==> config.mk <==
export PLATFORM = sky130hd
export DESIGN_NAME = enc_pwm_mixer_n
export DESIGN_NICKNAME = d
export VERILOG_FILES = /design/src/rtl/enc_pwm_mixer_n.sv
export SDC_FILE = /design/constraint.sdc
export NUM_CORES = 1
export LEC_CHECK = 0
export CAP_MARGIN = 20
export CELL_PAD_IN_SITES_DETAIL_PLACEMENT = 0
export CELL_PAD_IN_SITES_GLOBAL_PLACEMENT = 1
export CORE_MARGIN = 2
export CORE_UTILIZATION = 45
export DETAILED_ROUTE_END_ITERATION = 6
export PLACE_DENSITY_LB_ADDON = 0.1
export SYNTH_ARGS = -nofsm -noshare
export SYNTH_HDL_FRONTEND = slang
export SYNTH_SLANG_ARGS = --single-unit
==> constraint.sdc <==
create_clock -name clk -period 2.7 [get_ports clk]
set_input_delay 0.27 -clock clk [delete_from_list [all_inputs] [get_ports clk]]
set_output_delay 0.27 -clock clk [all_outputs]
set_load 0.02 [all_outputs]
==> src/rtl/enc_pwm_mixer_n.sv <==
// rtl/enc_pwm_mixer_n.sv - N-channel rotary encoder to PWM level mixer
// Debounced detents adjust per-channel levels; duty is latched at each PWM period boundary.
module enc_pwm_mixer_n #(
    parameter int CHANNELS     = 3,
    parameter int PWM_WIDTH    = 8,
    parameter int DEBOUNCE_DIV = 4,
    parameter int STEP         = 1
) (
    input  logic                          clk,
    input  logic                          reset,
    input  logic                          ena,
    input  logic                          wrap_mode,
    input  logic [CHANNELS-1:0]           enc_a,
    input  logic [CHANNELS-1:0]           enc_b,
    output logic [CHANNELS-1:0]           pwm_out,
    output logic [CHANNELS*PWM_WIDTH-1:0] level
);

    localparam logic [PWM_WIDTH-1:0] MAX_LVL = '1;
    localparam logic [PWM_WIDTH-1:0] ONE     = PWM_WIDTH'(1);
    localparam logic [PWM_WIDTH:0]   STEP_W  = (PWM_WIDTH+1)'(STEP);

    logic [CHANNELS-1:0]  a_s1, a_s2, b_s1, b_s2;
    logic [CHANNELS-1:0]  a_db, b_db, a_prev;
    logic                 strobe;
    logic [CHANNELS-1:0]  detent;
    logic [PWM_WIDTH-1:0] lvl      [CHANNELS];
    logic [PWM_WIDTH-1:0] lvl_next [CHANNELS];
    logic [PWM_WIDTH-1:0] duty     [CHANNELS];
    logic [PWM_WIDTH:0]   sum      [CHANNELS];
    logic [PWM_WIDTH:0]   diff     [CHANNELS];
    logic [PWM_WIDTH-1:0] pwm_cnt;

    always_ff @(posedge clk) begin
        if (reset) begin
            a_s1 <= '0;
            a_s2 <= '0;
            b_s1 <= '0;
            b_s2 <= '0;
        end else begin
            a_s1 <= enc_a;
            a_s2 <= a_s1;
            b_s1 <= enc_b;
            b_s2 <= b_s1;
        end
    end

    generate
        if (DEBOUNCE_DIV == 0) begin : g_no_presc
            assign strobe = 1'b1;
        end else begin : g_presc
            localparam logic [DEBOUNCE_DIV-1:0] P_ONE = DEBOUNCE_DIV'(1);
            logic [DEBOUNCE_DIV-1:0] presc;
            always_ff @(posedge clk) begin
                if (reset) presc <= '0;
                else       presc <= presc + P_ONE;
            end
            assign strobe = &presc;
        end
    endgenerate

    always_ff @(posedge clk) begin
        if (reset) begin
            a_db   <= '0;
            b_db   <= '0;
            a_prev <= '0;
        end else if (strobe) begin
            a_db   <= a_s2;
            b_db   <= b_s2;
            a_prev <= a_db;
        end
    end

    assign detent = {CHANNELS{strobe}} & a_db & ~a_prev;

    // One extra bit catches overflow/borrow so saturation sees the true result.
    always_comb begin
        for (int i = 0; i < CHANNELS; i++) begin
            sum[i]  = {1'b0, lvl[i]} + STEP_W;
            diff[i] = {1'b0, lvl[i]} - STEP_W;
            lvl_next[i] = lvl[i];
            if (detent[i]) begin
                if (b_db[i])
                    lvl_next[i] = (diff[i][PWM_WIDTH] && !wrap_mode) ? '0 : diff[i][PWM_WIDTH-1:0];
                else
                    lvl_next[i] = (sum[i][PWM_WIDTH] && !wrap_mode) ? MAX_LVL : sum[i][PWM_WIDTH-1:0];
            end
        end
    end

    always_ff @(posedge clk) begin
        if (reset) begin
            pwm_cnt <= '0;
            pwm_out <= '0;
            for (int i = 0; i < CHANNELS; i++) begin
                lvl[i]  <= '0;
                duty[i] <= '0;
            end
        end else begin
            pwm_cnt <= pwm_cnt + ONE;
            for (int i = 0; i < CHANNELS; i++) begin
                lvl[i]     <= lvl_next[i];
                pwm_out[i] <= ena & (pwm_cnt < duty[i]);
                if (pwm_cnt == MAX_LVL)
                    duty[i] <= lvl[i];
            end
        end
    end

    generate
        for (genvar g = 0; g < CHANNELS; g++) begin : g_level
            assign level[g*PWM_WIDTH +: PWM_WIDTH] = lvl[g];
        end
    endgenerate

endmodule

==> metrics.txt, run 1 <==
status=finished clean; WS Path Type=reg2reg; EDFF count, synth=24; max_cap viols=0; hold slack=0.394 ns; Wirelength per Cell=14.9 um; crit path max fanout=10; Seq. cell area=1920 um2; largest net degree at the start of global routing=48; Finished Cell Area=5240 um2; Seq/Total Area, Yosys=42.1%; reg2reg setup slack=0.50 ns; Yosys warnings=0; Area after DPL=5040 um2; Period Utilization, post-route=81.6%; gr usage total=19.1%; P_leak=1.99 nW; filler instances=927; Setup WS pre-CTS=0.355 ns; clock slew at reported path FFs=0.09 ns; CP Launch Type=flop; grt met3 use=2.68%; worst-margin pin slew=0.634 ns; post-route insts no fill=678; commonest non-fill, non-tap cells in the layout=dfxtp_1, nand2_1, nor2_1, clkdlybuf4s50_1, inv_1; first-pass GRT wire length=17.1 mm; die height=105 um; fin. max-slew vios=0; Final Util=53.3%; die width=105 um; Skew-Pair Late Insertion Delay=0.35 ns; # clock sinks=84; drt initial violations=107; Yosys reg bits=84; Initial Util=46.5%; Worst setup EP type=flop; met2 Resource Use GR=30.6%; total gr overflow=0; CTS tree=yes; vias in the first global route=3458; Post-Syn Area=4570 um2; die footprint=11000 um2; r2r startpoint=lvl[0][16]$_SDFFE_PP0P_; drt drc=0; Root Buffer Master=clkbuf_8; Peak supply drop=0.324 mV; vias per std cell=5.49; power per cell area=449 nW/um2; Mapped Cells=517; clock skew=0.0122 ns; met1 Track Usage GR=26.7%; most common cell after layout, fill and taps aside=dfxtp_1; router iterations before antenna repair=4; initial antenna violation count=0; Syn Nets=556; Worst Slack Setup Final=0.497 ns; fmax=454 MHz; post-DP HPWL=6.87 mm; gpl congestion=0.824; Unique masters post-synth=62; clk buf depth=2; Resized Gates After CTS=0; Hold Buf Count CTS=0; TritonCTS buffer count=9; worst hold path class=in2reg; Rows=36; DR vias=3722; setup tns final=0 ns; CP arrival=2.42 ns; total detailed-routing wirelength=10.1 mm; Post-DRT Antenna Nets=0; Area Growth Syn to Fin=14.6%; boundary pin count=37; Top FF cell, synth=dfxtp_1; ant diodes=0; Final Total Pwr=2.35 mW; port buffer count=36; Avg Cell Area, Syn=8.84 um2; setup violators final=0; worst r2r path cells=7; r2r endpoint=lvl[0][18]$_SDFFE_PP0P_; # placed instances=662; final net count=579; CP endpoint=lvl[0][18]$_SDFFE_PP0P_; Hold Vio Cnt, Final=0; ys async rst share=0%; worst setup path start=lvl[0][16]$_SDFFE_PP0P_; multi-input combinational cell area=2390 um2; Worst slew margin=57.4%; Max H-tree Level=3; Core Area=9820 um2; post-CTS setup buffers=0; RSZ-0062 raised after global routing=false; share of cells above drive strength 1=5.87%; Required @ worst endpoint=2.92 ns; GR peak layer=met2; Final min period=2.20 ns
[final cells by class]
type	count	share of cell area (%)
flip-flops and latches	84	36.7
clock inverters	6	1.22
well taps	133	3.18
repair buffers	46	8.46
multi-input cells	365	45.6
clock buffers	10	2.44
inverters	34	2.44
[synthesized netlist by cell type (11+ instances only)]
master	number	area (um2)
a21oi_1	25	125
and2_1	17	106
clkbuf_1	28	105
dfxtp_1	60	1200
edfxtp_1	24	721
ha_1	29	363
inv_1	33	124
nand2_1	44	165
nand3_1	16	80.1
nor2_1	35	131
nor2b_1	19	119
nor3_1	23	115
o21ai_1	14	70.1
xor2_1	11	96.3
[kinds of logic after synthesis]
| family | count (synthesis) | synth area share (%) |
|---|---|---|
| flip-flops | 84 | 42.1 |
| adder cells (fa/ha/maj) | 29 | 7.94 |
| AO/OA/AOI/OAI | 106 | 15.6 |
| XOR/XNOR | 20 | 3.83 |
| buffers and inverters | 68 | 5.70 |
| AND/OR/NAND/NOR | 205 | 23.7 |
| multiplexers | 5 | 1.15 |
[how the worst min path moves through the flow]
stage,startpoint,slack [ns],depth (start not counted),end
2_1_floorplan,enc_a[0],0.40,1,a_s1[0]$_SDFF_PP0_
3_3_place_gp,a_s1[1]$_SDFF_PP0_,0.42,1,a_s2[1]$_SDFF_PP0_
3_5_place_dp,a_s2[0]$_SDFF_PP0_,0.43,2,a_db[0]$_SDFFE_PP0N_
4_1_cts,reset,0.39,2,pwm_cnt[0]$_SDFF_PP0_
5_1_grt,reset,0.42,2,pwm_cnt[3]$_SDFF_PP0_
6_report,reset,0.39,2,pwm_cnt[0]$_SDFF_PP0_
[registers in the layout, summed over array words and instances (netlist names)]
signal	flops
a_db	3
a_prev	3
a_s1	3
a_s2	3
b_db	3
b_s1	3
b_s2	3
duty	24
g_presc.presc	4
lvl	24
pwm_cnt	8
pwm_out	3
[worst max-delay path, cell delays in order (launching register included)]
cell and delay (ns):
dfxtp_1 0.41, inv_1 0.15, ha_1 0.23, or4b_1 0.50, nor4_1 0.42, o21ai_1 0.15
o311ai_1 0.12, a21oi_1 0.09
[power by group]
part / internal, mW / switching (mW)
Sequential: 1.32 / 0.0156
Clock: 0.428 / 0.466
Combinational: 0.0550 / 0.0638
[per-layer routing]
| layer | share of wire [%] | wire [um] | vias up |
|---|---|---|---|
| met4 | 1.0 | 106 | 0 |
| met5 | 0 | 0 | - |
| li1 | - | - | 1887 |
| met3 | 2.5 | 251 | 8 |
| met1 | 49 | 4970 | 1756 |
| met2 | 47 | 4790 | 71 |
No activity file was read; power rests on OpenSTA's default activity.
==> inputs of run 2 (changes only) <==
--- a/config.mk
+++ b/config.mk
@@ -9,7 +9,7 @@
 export CELL_PAD_IN_SITES_DETAIL_PLACEMENT = 0
 export CELL_PAD_IN_SITES_GLOBAL_PLACEMENT = 1
 export CORE_MARGIN = 2
-export CORE_UTILIZATION = 45
+export CORE_UTILIZATION = 40
 export DETAILED_ROUTE_END_ITERATION = 6
 export PLACE_DENSITY_LB_ADDON = 0.1
 export SYNTH_ARGS = -nofsm -noshare
==> constraint.sdc (replaced) <==
create_clock -name clk -period 1.8 [get_ports clk]
set_input_delay 0.18 -clock clk [delete_from_list [all_inputs] [get_ports clk]]
set_output_delay 0.18 -clock clk [all_outputs]
set_load 0.02 [all_outputs]
==> run 2 against run 1 <==
  * Non-clock buffer count up 65
  * Count of clock-buffer cells in the layout up 1
  * Cell count up 11%
  * Clock skew down 0.0069 ns
  * Total power up 75%
  * Setup slack worse by 0.50 ns
  * Register-to-register slack worse by 0.49 ns
  * Flip-flop and latch count unchanged
  * Sequential share of layout area down 4.6 points
  * Die area up 12%
  * Final area up 15%
==> metrics.txt, run 2 (synthesized netlist as in run 1, its figures left out) <==
crit path max fanout=6 (-4); vias in the first global route=3949 (+14%); Post-DRT Antenna Nets=0 (unchanged); die height=111 um (+5.8%); Rows=39 (+8.3%); met2 Resource Use GR=31.4% (+0.80 points); leading registers by flop count=duty x24, lvl x24, pwm_cnt x8; drt drc=0 (unchanged); TritonCTS buffer count=9 (unchanged); largest net degree at the start of global routing=50 (+4.2%); Area Growth Syn to Fin=32.0%; Switching Share=21.3% (-1.9 points); Psw=879 uW (+61%); router iterations before antenna repair=4 (unchanged); Skew-Pair Late Insertion Delay=0.34 ns (about the same); Required @ worst endpoint=1.62 ns (-1.30 ns); ant diodes=0 (unchanged); Wirelength per Cell=15.3 um (+2.6%); Hold Buf Count CTS=0 (unchanged); vias per std cell=5.34 (-2.8%); most common cell after layout, fill and taps aside=buf_4; Final Total Pwr=4.12 mW (+75%); cell-internal power=3.25 mW (+80%); initial antenna violation count=0 (unchanged); Core Area=11300 um2 (+15%); # clock sinks=84 (unchanged); grt met3 use=3.17% (+0.49 points); Crit path max-delay family=buffers and inverters; boundary pin count=37 (unchanged); clk buf depth=2 (unchanged); Final min period=1.80 ns; CP Launch Type=flop; Initial Util=40.5% (-6.0 points); Crit path buffers/inverters=2 (+1); Clk pwr share=46.4% (+8.4 points); worst-margin pin slew=0.408 ns (-0.226 ns); gr usage total=19.1% (about the same); port buffer count=36 (unchanged); power per cell area=684 nW/um2 (+52%); worst hold path class=in2reg; Hold Vio Cnt, Final=0 (unchanged); Flop pwr share=48.6% (-8.3 points); clock skew=0.00526 ns (-0.00691 ns); first-pass GRT wire length=19.1 mm (+12%); drt initial violations=212 (+98%); critical path's largest stage delay=0.60 ns (+0.10 ns); Gate power share=5.1% (about the same); Peak supply drop=0.532 mV (+64%); setup tns final=0 ns (unchanged); Worst slew margin=72.8% (+15 points); fmax=556 MHz; crit path cell chain=buf_4, clkdlybuf4s50_1; gpl congestion=0.863 (+4.7%); Final Util=53.5% (+0.17 points); met1 Track Usage GR=25.3% (-1.4 points); DR vias=4020 (+8.0%); RSZ-0062 raised after global routing=true; Crit-path slowest cell=clkdlybuf4s50_1; final net count=644 (+11%); max_cap viols=0 (unchanged); WS Path Type=reg2out; CP arrival=1.62 ns (-0.80 ns); GR peak layer=met2; total gr overflow=0 (unchanged); CTS tree=yes; Max H-tree Level=3 (unchanged); total detailed-routing wirelength=11.5 mm (+14%); post-DP HPWL=8.21 mm (+20%); share of cells above drive strength 1=22.0% (+16 points); Worst setup EP type=output pin; clock slew at reported path FFs=0.06 ns (-0.03 ns); die footprint=12300 um2 (+12%); P_leak=2.40 nW (+21%); fin. max-slew vios=0 (unchanged); commonest non-fill, non-tap cells in the layout=buf_4, dfxtp_1, nand2_1; setup violators final=0 (unchanged); Root Buffer Master=clkbuf_16; Period Utilization, post-route=99.9%; status=finished clean; die width=111 um (+5.8%)
==> run 2: cell count changes in the layout (fill, tap and decap cells not counted), sizes merged <==
cell      previous run  this run
buf                 11        76
clkbuf              10        11
clkinvlp             2         1
==> run 2: area by class of cell <==
cell class	instances	area (um2)
tap	143	179
clock buffer	11	254
fill	1052	5240
sequential	84	1940
timing repair buffer	111	943
multi-input combinational	365	2530
inverter	34	128
clock inverter	5	57.6
==> run 2: what timing repair did <==
| action | CTS | global route |
|---|---|---|
| pin swaps | 2 | 5 |
| buffers inserted | 0 | 1 |
| endpoints found under the setup margin | 9 | 34 |
| gates resized for setup | 7 | 28 |
==> run 2: layer usage <==
layer  vias up  part of all wire (%)
met5         -                     0
met4         0                   1.8
met3        19                   3.2
met2        59                    49
met1      1924                    46
li1       2018                     -
==> run 2: worst paths after layout <==
path                                              start                       to  slack [ns]  cells after the start
worst max-delay path            lvl[0][13]$_SDFFE_PP0P_                level[13]       0.002                      2
worst min-delay path                              reset    pwm_cnt[0]$_SDFF_PP0_        0.20                      2
worst max register to register   lvl[0][9]$_SDFFE_PP0P_  lvl[0][15]$_SDFFE_PP0P_        0.01                      5
worst min register to register       b_s2[2]$_SDFF_PP0_     b_db[2]$_SDFFE_PP0N_        0.43                      2
==> run 2: power groups by stage <==
stage | Clock (mW) | Sequential [mW] | Combinational [mW]
floorplan | 0 | 2.05 | 0.115
global placement | 0 | 2.04 | 0.203
detailed placement | 0 | 2.05 | 0.208
CTS | 1.97 | 2.00 | 0.210
global route | 2.04 | 2.01 | 0.237
finish | 1.91 | 2.00 | 0.208
==> run 2: per-stage QoR <==
| step | cells | hold WS (ns) | instance area (um2) | setup WS, ns |
|---|---|---|---|---|
| 2_1_floorplan | 517 | 0.308 | 4600 | 0.000405 |
| 3_3_place_gp | 736 | 0.421 | 5580 | -0.0362 |
| 3_5_place_dp | 736 | 0.428 | 5580 | -0.0787 |
| 4_1_cts | 752 | 0.188 | 5920 | 0.0126 |
| 5_1_grt | 753 | 0.206 | 6030 | -0.0593 |
| 6_report | 753 | 0.199 | 6030 | 0.00173 |
==> inputs of run 3 (changes only) <==
--- a/config.mk
+++ b/config.mk
@@ -5,13 +5,15 @@
 export SDC_FILE = /design/constraint.sdc
 export NUM_CORES = 1
 export LEC_CHECK = 0
+export ABC_AREA = 1
 export CAP_MARGIN = 20
 export CELL_PAD_IN_SITES_DETAIL_PLACEMENT = 0
 export CELL_PAD_IN_SITES_GLOBAL_PLACEMENT = 1
 export CORE_MARGIN = 2
-export CORE_UTILIZATION = 40
+export CORE_UTILIZATION = 39
 export DETAILED_ROUTE_END_ITERATION = 6
 export PLACE_DENSITY_LB_ADDON = 0.1
+export SLEW_MARGIN = 40
 export SYNTH_ARGS = -nofsm -noshare
 export SYNTH_HDL_FRONTEND = slang
 export SYNTH_SLANG_ARGS = --single-unit
==> run 3 against run 2 <==
  * Cell count rose by 18%
  * Total power rose by 1.1%
  * Final area shrank 2.1%
  * Clock skew is 0.00092 ns lower
  * Register-to-register slack better by 0.06 ns
  * Critical endpoint is now level[2]
==> metrics.txt, run 3 <==
Required @ worst endpoint=1.62 ns (about the same); Flop pwr share=48.4% (-0.2 points); clock skew=0.00433 ns (-0.000923 ns); Gate power share=5.4% (+0.3 points); Final min period=1.74 ns (-0.0610 ns); depth of the worst hold-timing path=3 (+1); EDFF count, synth=24 (unchanged); clk buf depth=2 (unchanged); Period Utilization, post-route=96.5% (-3.4 points); first-pass GRT wire length=20.0 mm (+4.2%); vias per std cell=4.82 (-9.8%); fin. max-slew vios=0 (unchanged); Synth top area share=24.9% (-1.4 points); router iterations before antenna repair=7 (+3); boundary pin count=37 (unchanged); most numerous cell in the Yosys netlist=nor2_1; Peak supply drop=0.395 mV (-26%); critical path's largest stage delay=0.68 ns (+0.08 ns); post-DP HPWL=8.77 mm (+6.8%); commonest non-fill, non-tap cells in the layout=nor2_1, nand2_1, inv_1; Mapped Cells=659 (+27%); Root Buffer Master=clkbuf_16; Area after DPL=5470 um2 (-2.1%); setup violators final=0 (unchanged); WS Path Type=reg2out; multi-input combinational cell area=2470 um2 (-2.5%); Yosys warnings=0 (unchanged); CP Launch Type=flop; ant diodes=0 (unchanged); Max H-tree Level=3 (unchanged); Crit path buffers/inverters=1 (-1); Skew-Pair Late Insertion Delay=0.34 ns (about the same); share of cells above drive strength 1=12.9% (-9.1 points); total detailed-routing wirelength=11.9 mm (+3.5%); fmax=576 MHz (+3.5%); cell-internal power=3.29 mW (+1.4%); port buffer count=36 (unchanged); initial antenna violation count=0 (unchanged); Hold Vio Cnt, Final=0 (unchanged); Final Util=48.9% (-4.6 points); Seq. cell area=1930 um2 (-0.26%); final net count=754 (+17%); Post-Syn Area=4820 um2 (+5.5%); Core Area=12100 um2 (+7.0%); worst r2r path cells=8 (+3); P_leak=2.53 nW (+5.6%); CP arrival=1.56 ns (-0.06 ns); Crit path max-delay family=buffers and inverters; filler instances=1226 (+17%); DR vias=4277 (+6.4%); largest net degree at the start of global routing=28 (-44%); Clk pwr share=46.2% (-0.2 points); Unique masters post-synth=27 (-56%); die footprint=13300 um2 (+7.9%); Stages on worst setup path=1 (-1); Wirelength per Cell=13.4 um (-12%); Initial Util=40.0% (-0.57 points); post-synth top area cell=dfxtp_1; status=finished clean; Top FF cell, synth=dfxtp_1; ys async rst share=0% (unchanged); Switching Share=21.0% (-0.27 points); TritonCTS buffer count=9 (unchanged); Post-DRT Antenna Nets=0 (unchanged); Psw=877 uW (-0.19%); crit path cell chain=clkdlybuf4s50_1; Finished Cell Area=5900 um2 (-2.1%); Worst setup EP type=output pin; Area Growth Syn to Fin=22.4%; clock slew at reported path FFs=0.06 ns (about the same); gr usage total=19.4% (+0.39 points); # clock sinks=84 (unchanged); die height=115 um (+3.9%); Rows=40 (+2.6%); power per cell area=707 nW/um2 (+3.3%); Commonest cells post-synth=nor2_1, nand2_1, inv_1; vias in the first global route=4052 (+2.6%); die width=115 um (+3.9%); CTS tree=yes; Seq/Total Area, Yosys=39.9% (-2.2 points); Yosys reg bits=84 (unchanged); Syn Nets=698 (+26%); leading registers by flop count=duty x24, lvl x24, pwm_cnt x8; Worst slew margin=71.9% (-0.90 points); max_cap viols=0 (unchanged); most common cell after layout, fill and taps aside=nor2_1; Crit-path slowest cell=clkdlybuf4s50_1; gpl congestion=0.824 (-4.5%); Avg Cell Area, Syn=7.31 um2 (-17%); drt drc=0 (unchanged); worst hold path class=in2reg; worst-margin pin slew=0.422 ns (+0.0135 ns); drt initial violations=264 (+25%); Synth area leaders=dfxtp_1, edfxtp_1, nor2_1, nand2_1, ha_1; total gr overflow=0 (unchanged); crit path max fanout=9 (+3)
-- run 3: cell count changes in the layout (fill, tap and decap cells not counted), moves of 19 or more --
cell,change
inv_1,+57
o21ai_0,+41
nand2_1,+67
nor2_1,+81
nand3_1,+31
nor2b_1,-19
a21oi_1,+22
buf_4,-47
-- run 3: kinds of logic (layout without fill, tap and decap cells) --
family	after synthesis	after routing	synth area share, %
xor gates and xnor gates	9	9	1.64
buffers and inverters	113	174	9.58
and+or+nand+nor	325	325	30.9
adders and majority gates	29	29	7.53
DFF	84	84	39.9
AOI/OAI and AO/OA	99	99	10.4
-- run 3: repair_timing --
action                                  4_1_cts  5_1_grt
endpoints found under the setup margin        0       30
resized for setup                             0       15
buffers inserted                              0        7
hold buffers                                  0        0
-- run 3: cell type report --
type | instances | share of cell area [%]
clock buffers | 13 | 4.60
clock inverters | 3 | 0.721
inverters | 92 | 5.85
multi-input cells | 462 | 41.8
flip-flops and latches | 84 | 32.7
well taps | 168 | 3.56
repair buffers | 66 | 10.7
-- run 3: worst reg2reg max path, stage by stage, from the launching register on --
cell and delay, ns:
dfxtp_4 0.36, ha_4 0.13, nand2_2 0.04, inv_2 0.07, nand2_4 0.06, nor4_4 0.37
nand2_2 0.12, nand2_4 0.12, clkbuf_16 0.16
-- run 3: routing by layer --
| metal | part of all wire, % | track usage (%) | vias up |
|---|---|---|---|
| met2 | 45 | 29.8 | 96 |
| met4 | 1.3 | 8.51 | 0 |
| met1 | 49 | 27.0 | 1941 |
| met3 | 4.9 | 3.43 | 16 |
| li1 | - | - | 2224 |
| met5 | 0 | 0 | - |
-- run 3: final timing paths --
| path | to | startpoint | slack, ns |
|---|---|---|---|
| min reg2reg | b_s2[0]$_SDFF_PP0_ | b_s1[0]$_SDFF_PP0_ | 0.41 |
| max reg2reg | duty[0][15]$_SDFFCE_PN0P_ | pwm_cnt[0]$_SDFF_PP0_ | 0.07 |
| min | a_s1[2]$_SDFF_PP0_ | enc_a[2] | 0.35 |
| max | level[2] | lvl[0][2]$_SDFFE_PP0P_ | 0.06 |
-- run 3: power groups by stage --
stage / logic [mW] / registers [mW] / clock network, mW
2_1_floorplan: 0.115 / 2.06 / 0
3_3_place_gp: 0.210 / 2.06 / 0
3_5_place_dp: 0.214 / 2.06 / 0
4_1_cts: 0.215 / 2.02 / 1.98
5_1_grt: 0.255 / 2.02 / 2.05
6_report: 0.225 / 2.02 / 1.93
-- run 3: per-stage QoR --
| stage | cells | hold slack [ns] | worst slack [ns] | power (mW) | setup TNS [ns] |
|---|---|---|---|---|---|
| after floorplan | 659 | 0.287 | 0.0406 | 2.17 | 0 |
| after global placement | 864 | 0.390 | 0.124 | 2.27 | 0 |
| after detailed placement | 864 | 0.397 | 0.0854 | 2.27 | 0 |
| after CTS | 880 | 0.340 | 0.0287 | 4.21 | 0 |
| after global routing | 888 | 0.371 | -0.0195 | 4.32 | -0.148 |
| final | 888 | 0.353 | 0.0627 | 4.17 | 0 |
